==> src/rtl/ppu_palette_rgb_if.sv <==
`default_nettype none
// ============================================================================
// ppu_palette_rgb_if : pixel-in, palette-write and RGB-out bundle
// Rev 1.0
// ============================================================================
interface ppu_palette_rgb_if #(
  parameter int COLOR_BITS = 8
);
  logic                    i_valid;
  logic [5:0]              i_color;
  logic                    i_grey;
  logic [2:0]              i_emph;
  logic                    i_wr_en;
  logic [5:0]              i_wr_addr;
  logic [23:0]             i_wr_data;
  logic                    o_ready;
  logic                    o_valid;
  logic [3*COLOR_BITS-1:0] o_rgb;

  modport master (
    output i_valid, i_color, i_grey, i_emph, i_wr_en, i_wr_addr, i_wr_data,
    input  o_ready, o_valid, o_rgb
  );

  modport slave (
    input  i_valid, i_color, i_grey, i_emph, i_wr_en, i_wr_addr, i_wr_data,
    output o_ready, o_valid, o_rgb
  );
endinterface
`default_nettype wire

==> src/rtl/ppu_palette_rgb.sv <==
`default_nettype none
// ============================================================================
// ppu_palette_rgb : RAM-based NES colour index to RGB, greyscale/emphasis aware
// Rev 1.0
// ============================================================================
module ppu_palette_rgb #(
  parameter int COLOR_BITS = 8,
  parameter int EMPH_ATTEN = 192
) (
  input  logic             i_clk,
  input  logic             i_rst,
  ppu_palette_rgb_if.slave bus
);

  typedef enum logic [0:0] {
    S_INIT = 1'b0,
    S_RUN  = 1'b1
  } state_t;

  localparam logic [7:0] C_ATTEN = 8'(EMPH_ATTEN);

  state_t      r_state;
  logic [5:0]  r_init_cnt;
  logic        r_ready;
  logic [23:0] r_pal [64];

  logic        w_we;
  logic [5:0]  w_waddr;
  logic [23:0] w_wdata;
  logic [5:0]  w_eff_idx;
  logic        w_exempt;
  logic [2:0]  w_atten;

  logic        r_s1_valid;
  logic [23:0] r_s1_data;
  logic [2:0]  r_s1_atten;
  logic        r_s2_valid;
  logic [7:0]  r_s2_r;
  logic [7:0]  r_s2_g;
  logic [7:0]  r_s2_b;
  logic        r_out_valid;
  logic [3*COLOR_BITS-1:0] r_rgb;

  function automatic logic [23:0] default_entry(input logic [5:0] k);
    logic [23:0] e;
    e = 24'h000000;
    case (k)
      6'h00: e = 24'h757575; 6'h01: e = 24'h271B8F; 6'h02: e = 24'h0000AB; 6'h03: e = 24'h47009F;
      6'h04: e = 24'h8F0077; 6'h05: e = 24'hAB0013; 6'h06: e = 24'hA70000; 6'h07: e = 24'h7F0B00;
      6'h08: e = 24'h432F00; 6'h09: e = 24'h004700; 6'h0A: e = 24'h005100; 6'h0B: e = 24'h003F17;
      6'h0C: e = 24'h1B3F5F;
      6'h10: e = 24'hBCBCBC; 6'h11: e = 24'h0073EF; 6'h12: e = 24'h233BEF; 6'h13: e = 24'h8300F3;
      6'h14: e = 24'hBF00BF; 6'h15: e = 24'hE7005B; 6'h16: e = 24'hDB2B00; 6'h17: e = 24'hCB4F0F;
      6'h18: e = 24'h8B7300; 6'h19: e = 24'h009700; 6'h1A: e = 24'h00AB00; 6'h1B: e = 24'h00933B;
      6'h1C: e = 24'h00838B;
      6'h20: e = 24'hFFFFFF; 6'h21: e = 24'h3FBFFF; 6'h22: e = 24'h5F97FF; 6'h23: e = 24'hA78BFD;
      6'h24: e = 24'hF77BFF; 6'h25: e = 24'hFF77B7; 6'h26: e = 24'hFF7763; 6'h27: e = 24'hFF9B3B;
      6'h28: e = 24'hF3BF3F; 6'h29: e = 24'h83D313; 6'h2A: e = 24'h4FDF4B; 6'h2B: e = 24'h58F898;
      6'h2C: e = 24'h00EBDB;
      6'h30: e = 24'hFFFFFF; 6'h31: e = 24'hABE7FF; 6'h32: e = 24'hC7D7FF; 6'h33: e = 24'hD7CBFF;
      6'h34: e = 24'hFFC7FF; 6'h35: e = 24'hFFC7DB; 6'h36: e = 24'hFFBFB3; 6'h37: e = 24'hFFDBAB;
      6'h38: e = 24'hFFE7A3; 6'h39: e = 24'hE3FFA3; 6'h3A: e = 24'hABF3BF; 6'h3B: e = 24'hB3FFCF;
      6'h3C: e = 24'h9FFFF3;
      default: e = 24'h000000;
    endcase
    return e;
  endfunction

  function automatic logic [7:0] scale(input logic [7:0] ch);
    logic [15:0] p;
    p = {8'd0, ch} * {8'd0, C_ATTEN};
    return p[15:8];
  endfunction

  always_ff @(posedge i_clk) begin
    if (i_rst) begin
      r_state    <= S_INIT;
      r_init_cnt <= 6'd0;
      r_ready    <= 1'b0;
    end else begin
      case (r_state)
        S_INIT: begin
          r_init_cnt <= r_init_cnt + 6'd1;
          if (r_init_cnt == 6'd63) begin
            r_state <= S_RUN;
            r_ready <= 1'b1;
          end
        end
        default: r_ready <= 1'b1;
      endcase
    end
  end

  // The init walker owns the write port until RUN; host writes are dropped before then.
  always_comb begin
    w_we    = 1'b0;
    w_waddr = r_init_cnt;
    w_wdata = default_entry(r_init_cnt);
    if (!i_rst) begin
      if (r_state == S_INIT) begin
        w_we = 1'b1;
      end else if (bus.i_wr_en) begin
        w_we    = 1'b1;
        w_waddr = bus.i_wr_addr;
        w_wdata = bus.i_wr_data;
      end
    end
  end

  always_ff @(posedge i_clk) begin
    if (w_we) begin
      r_pal[w_waddr] <= w_wdata;
    end
  end

  always_comb begin
    w_eff_idx = bus.i_grey ? (bus.i_color & 6'h30) : bus.i_color;
    w_exempt  = (w_eff_idx[3:1] == 3'b111);
    w_atten   = 3'b000;
    for (int c = 0; c < 3; c++) begin
      w_atten[c] = !w_exempt && (bus.i_emph != 3'b000) &&
                   ((bus.i_emph == 3'b111) || !bus.i_emph[c]);
    end
  end

  // Read is sampled alongside the index, so a same-edge host write is seen one pixel later.
  always_ff @(posedge i_clk) begin
    if (i_rst) begin
      r_s1_valid <= 1'b0;
      r_s2_valid <= 1'b0;
    end else begin
      r_s1_valid <= bus.i_valid && (r_state == S_RUN);
      r_s2_valid <= r_s1_valid;
    end
    r_s1_data  <= r_pal[w_eff_idx];
    r_s1_atten <= w_atten;
    r_s2_r     <= r_s1_atten[0] ? scale(r_s1_data[23:16]) : r_s1_data[23:16];
    r_s2_g     <= r_s1_atten[1] ? scale(r_s1_data[15:8])  : r_s1_data[15:8];
    r_s2_b     <= r_s1_atten[2] ? scale(r_s1_data[7:0])   : r_s1_data[7:0];
  end

  always_ff @(posedge i_clk) begin
    if (i_rst) begin
      r_out_valid <= 1'b0;
      r_rgb       <= '0;
    end else begin
      r_out_valid <= r_s2_valid;
      if (r_s2_valid) begin
        r_rgb <= {r_s2_r[7 -: COLOR_BITS], r_s2_g[7 -: COLOR_BITS], r_s2_b[7 -: COLOR_BITS]};
      end
    end
  end

  assign bus.o_ready = r_ready;
  assign bus.o_valid = r_out_valid;
  assign bus.o_rgb   = r_rgb;

endmodule
`default_nettype wire

==> src/flat_wrapper.sv <==
// flat-port wrapper written by rule: the top's interface ports become plain ports
module ppu_palette_rgb_flat 
#(
  parameter int COLOR_BITS = 8,
  parameter int EMPH_ATTEN = 192
)
  (i_clk, i_rst, bus_i_valid, bus_i_color, bus_i_grey, bus_i_emph, bus_i_wr_en, bus_i_wr_addr, bus_i_wr_data, bus_o_ready, bus_o_valid, bus_o_rgb);
  ppu_palette_rgb_if #(.COLOR_BITS(COLOR_BITS)) bus_i ();
  input  logic i_clk;
  input  logic i_rst;
  input wire logic [$bits(bus_i.i_valid)-1:0] bus_i_valid;
  input wire logic [$bits(bus_i.i_color)-1:0] bus_i_color;
  input wire logic [$bits(bus_i.i_grey)-1:0] bus_i_grey;
  input wire logic [$bits(bus_i.i_emph)-1:0] bus_i_emph;
  input wire logic [$bits(bus_i.i_wr_en)-1:0] bus_i_wr_en;
  input wire logic [$bits(bus_i.i_wr_addr)-1:0] bus_i_wr_addr;
  input wire logic [$bits(bus_i.i_wr_data)-1:0] bus_i_wr_data;
  output wire logic [$bits(bus_i.o_ready)-1:0] bus_o_ready;
  output wire logic [$bits(bus_i.o_valid)-1:0] bus_o_valid;
  output wire logic [$bits(bus_i.o_rgb)-1:0] bus_o_rgb;
  assign bus_i.i_valid = bus_i_valid;
  assign bus_i.i_color = bus_i_color;
  assign bus_i.i_grey = bus_i_grey;
  assign bus_i.i_emph = bus_i_emph;
  assign bus_i.i_wr_en = bus_i_wr_en;
  assign bus_i.i_wr_addr = bus_i_wr_addr;
  assign bus_i.i_wr_data = bus_i_wr_data;
  assign bus_o_ready = bus_i.o_ready;
  assign bus_o_valid = bus_i.o_valid;
  assign bus_o_rgb = bus_i.o_rgb;
  ppu_palette_rgb #(.COLOR_BITS(COLOR_BITS), .EMPH_ATTEN(EMPH_ATTEN)) u_core (.i_clk(i_clk), .i_rst(i_rst), .bus(bus_i));
endmodule
==> config.mk <==
export PLATFORM = sky130hd
export DESIGN_NAME = ppu_palette_rgb_flat
export DESIGN_NICKNAME = d
export VERILOG_FILES = /design/src/rtl/ppu_palette_rgb_if.sv /design/src/rtl/ppu_palette_rgb.sv /design/src/flat_wrapper.sv
export SDC_FILE = /design/constraint.sdc
export NUM_CORES = 2
export LEC_CHECK = 0
export ABC_AREA = 1
export BUFFER_PORTS_ARGS = -buffer_cell sky130_fd_sc_hd__buf_2
export CAP_MARGIN = 25
export CORE_UTILIZATION = 60
export CTS_BUF_LIST = sky130_fd_sc_hd__clkbuf_4 sky130_fd_sc_hd__clkbuf_8
export DETAILED_ROUTE_END_ITERATION = 10
export GPL_TIMING_DRIVEN = 0
export PLACE_DENSITY_LB_ADDON = 0.3
export REMOVE_ABC_BUFFERS = 1
export SYNTH_ARGS = -nofsm -noshare
export SYNTH_HDL_FRONTEND = slang
export SYNTH_SLANG_ARGS = --single-unit
==> constraint.sdc <==
create_clock -name i_clk -period 8.1 [get_ports i_clk]
set_input_delay 1.62 -clock i_clk [delete_from_list [all_inputs] [get_ports i_clk]]
set_output_delay 1.62 -clock i_clk [all_outputs]
set_load 0.005 [all_outputs]
==> reports/metrics.yaml <==
cells_and_area:
  multi_input_area_um2: 17800
  drive_above_1_share: 0.0981
  postLayoutCoreUtil: 0.682
  nNetsFinal: 7325
  stdcell_area_um2: 80900
  syn_to_final_growth_pct: 12.3
  seq_area_um2: 48300
  nFillCells: 8342
sta:
  skew_ns: 0.0346
  setup_violations: 0
  post-route-worst-setup-slack_ns: 2.81
  rsz0062_at_grt: "false"
  min_period_over_period: 0.653
  period_needed_ns: 5.29
  hold_violations: 0
  tightest_slew_ns: 1.20
  maxSlewHeadroom: 0.197
  max_freq_mhz: 189
  maxSlewViolCount: 0
drt:
  routed.top_layer: "met5"
  wl_met1_um: 72200
  drc_errors: 0
  vias: 51302
  final_antenna_net_count: 0
  routedWlPerCell_um: 21.3
  via_per_inst: 5.68
  first_pass_iters: 8
  dr_wl_met2_um: 89400
  wirelength_um: 192000
  drt_iter0_drc: 7186
  dr_wl_met3_um: 20000
clock_network:
  tritoncts: "yes"
  cts_buffers: 278
  path_clk_slew_ns: 0.06
  post-cts-setup-buffers: 0
  cts_resized: 0
  clockRootBuffer: "clkbuf_8"
  clkLatencyLatePin_ns: 0.97
  cts_sinks: 1646
  hold_buffers: 0
  clockBufferDepth: 4
  cts_htree_levels: 5
grt:
  overflow: 0
  grt_start_max_net_pins: 154
  grt_pass1_wl_um: 288000
  grt_pass1_vias: 49578
  grt_usage: 0.318
  antenna_found_initial: 7
critical_path:
  critPathKind: "in -> reg"
  endpoint_kind: "flip-flop"
  worst_setup_path_start_kind: "primary input"
  arrival_ns: 5.85
  crit_fanout: 36
  endpoint: "u_core.r_pal[0][16]"
  required_ns: 8.66
  rrSetupSlack_ns: 3.68
  r2r-start: "u_core.r_state"
  regToRegEndpoint: "u_core.r_pal[0][16]"
  reg2reg_depth: 6
  startpoint: "i_rst"
flow_run:
  maxCapViolations: 0
logic_synthesis:
  ys_ff_latch: 1646
  avgSynthCellArea_um2: 10.1
  synthArstFlopShare: 0
  ys_types: 32
  syn_inst: 7157
  synth_area_um2: 72100
  synth.yosys.seq_area_share: 0.670
  synth_edf_count: 1536
  synth-main-ff-cell: "edfxtp_1"
  ys_warn_count: 0
pwr:
  p_per_area_nw_per_um2: 226
  p_leak_nw: 34.4
  power_w: 0.0183
  peakVddDrop_mv: 0.234
placement:
  dp_hpwl_um: 112000
  gp_congestion: 0.892
  placed_area_um2: 75700
  place_ws_ns: 2.06
  io_buffers: 69
floorplan:
  std_cell_rows: 126
  die_w_um: 349
  die_area_um2: 122000
  core_region_area_um2: 119000
  initial_utilization: 0.608
  die_h_um: 349
  io_pins: 70
hold_path:
  hp-start: "u_core.r_s1_valid"
  hold_path_class: "reg -> reg"
outcome:
  outcome: "complete, no violations"
-- kinds of logic after synthesis --
| family | Yosys count | synth area share |
|---|---|---|
| adders and majority gates | 36 | 0.00656 |
| DFF | 1646 | 0.670 |
| muxes | 24 | 0.00375 |
| and+or+nand+nor | 3654 | 0.218 |
| AOI/OAI and AO/OA | 145 | 0.0113 |
| xor gates and xnor gates | 3 | 0.000365 |
| buffers and inverters | 1649 | 0.0900 |
-- sequential cells by signal, summed over array words and instances (netlist names), named ones only --
register and flops:
u_core.bus.o_valid 1, u_core.r_pal 1536, u_core.r_init_cnt 6, u_core.r_s1_data 24
u_core.r_s2_g 8, u_core.r_state 1, u_core.bus.o_rgb 24, u_core.r_s2_r 8
u_core.r_s1_valid 1, u_core.r_s2_valid 1, u_core.r_s1_atten 3, u_core.bus.o_ready 1
u_core.r_s2_b 8
-- placed cells by master, fill, tap and decap left out, types with 3 or more instances in the layout --
cell	instances
nor3_1	7
o22ai_1	3
xor2_1	3
nand2_8	3
o21ai_1	6
nand3_1	1467
mux2_2	24
clkinv_2	13
nor2_4	65
nand2_1	1973
a21oi_1	28
nand3b_1	4
dfxtp_1	110
clkinv_1	48
buf_6	4
buf_2	68
or2_2	24
clkinvlp_4	3
fa_1	3
inv_6	3
clkbuf_4	109
o21ai_0	75
ha_1	33
buf_16	48
o211ai_1	28
nor2_1	104
o31ai_1	4
clkbuf_8	296
diode_2	3
edfxtp_1	1536
inv_1	1271
buf_12	51
inv_2	5
-- how the worst min path moves through the flow --
stage                              endpoint  slack [ns]  cells after the start
final                     u_core.r_s2_valid        0.41                      2
after global routing      u_core.r_s2_valid        0.43                      2
after CTS                 u_core.r_s2_valid        0.41                      2
after detailed placement  u_core.r_s2_valid        0.40                      2
after global placement    u_core.r_s2_valid        0.40                      2
after floorplan           u_core.r_s2_valid        0.39                      2
-- layer usage --
metal	up-vias	global-route usage
met3	623	0.0601
met2	2927	0.501
met5	-	0
met1	24212	0.418
li1	23538	-
met4	2	0.183
-- Yosys cell counts (6+ instances only) --
cell	n	area, um2
inv_2	7	26.3
edfxtp_1	1536	46100
a21oi_1	28	140
or2_2	24	150
mux2_2	24	270
o21ai_0	75	375
buf_4	8	60.1
dfxtp_1	110	2200
nor2_1	167	627
nor3_1	9	45.0
o21ai_1	6	30.0
buf_1	36	135
nand3_1	1467	7340
nand2_1	1974	7410
ha_1	33	413
inv_1	1273	4780
buf_2	212	1060
o211ai_1	28	210
clkbuf_1	109	409
-- worst max-delay path: stages --
cell and delay, ns:
buf_2 0.17, inv_2 0.55, nand3_4 0.61, o21ai_1 0.60, inv_1 0.20, nor2_1 0.25, nand3_1 0.74, nor2_4 1.08
-- through the flow --
stage,hold slack [ns],setup TNS [ns],cells
floorplan,0.388,-77.99,6792
detailed placement,0.402,0,8564
global route,0.429,0,9035
finish,0.410,0,9036
global placement,0.402,-520.01,8461
CTS,0.410,0,9032
-- power by group --
part	switching (W)	internal, W	leakage, nW
Clock	0.00317	0.00388	2.77
Sequential	0.0000436	0.00960	14.6
Combinational	0.00119	0.000419	17.0
Total	0.00441	0.0139	34.4
-- final cells by class --
type	instances	share of cell area
clock buffer	405	0.0605
inverter	1284	0.0598
sequential	1646	0.597
tap	1600	0.0247
timing repair buffer	173	0.0339
multi-input combinational	3862	0.220
clock inverter	63	0.00371
antenna	3	0.0000928
Power figures use the tool's default switching activity.
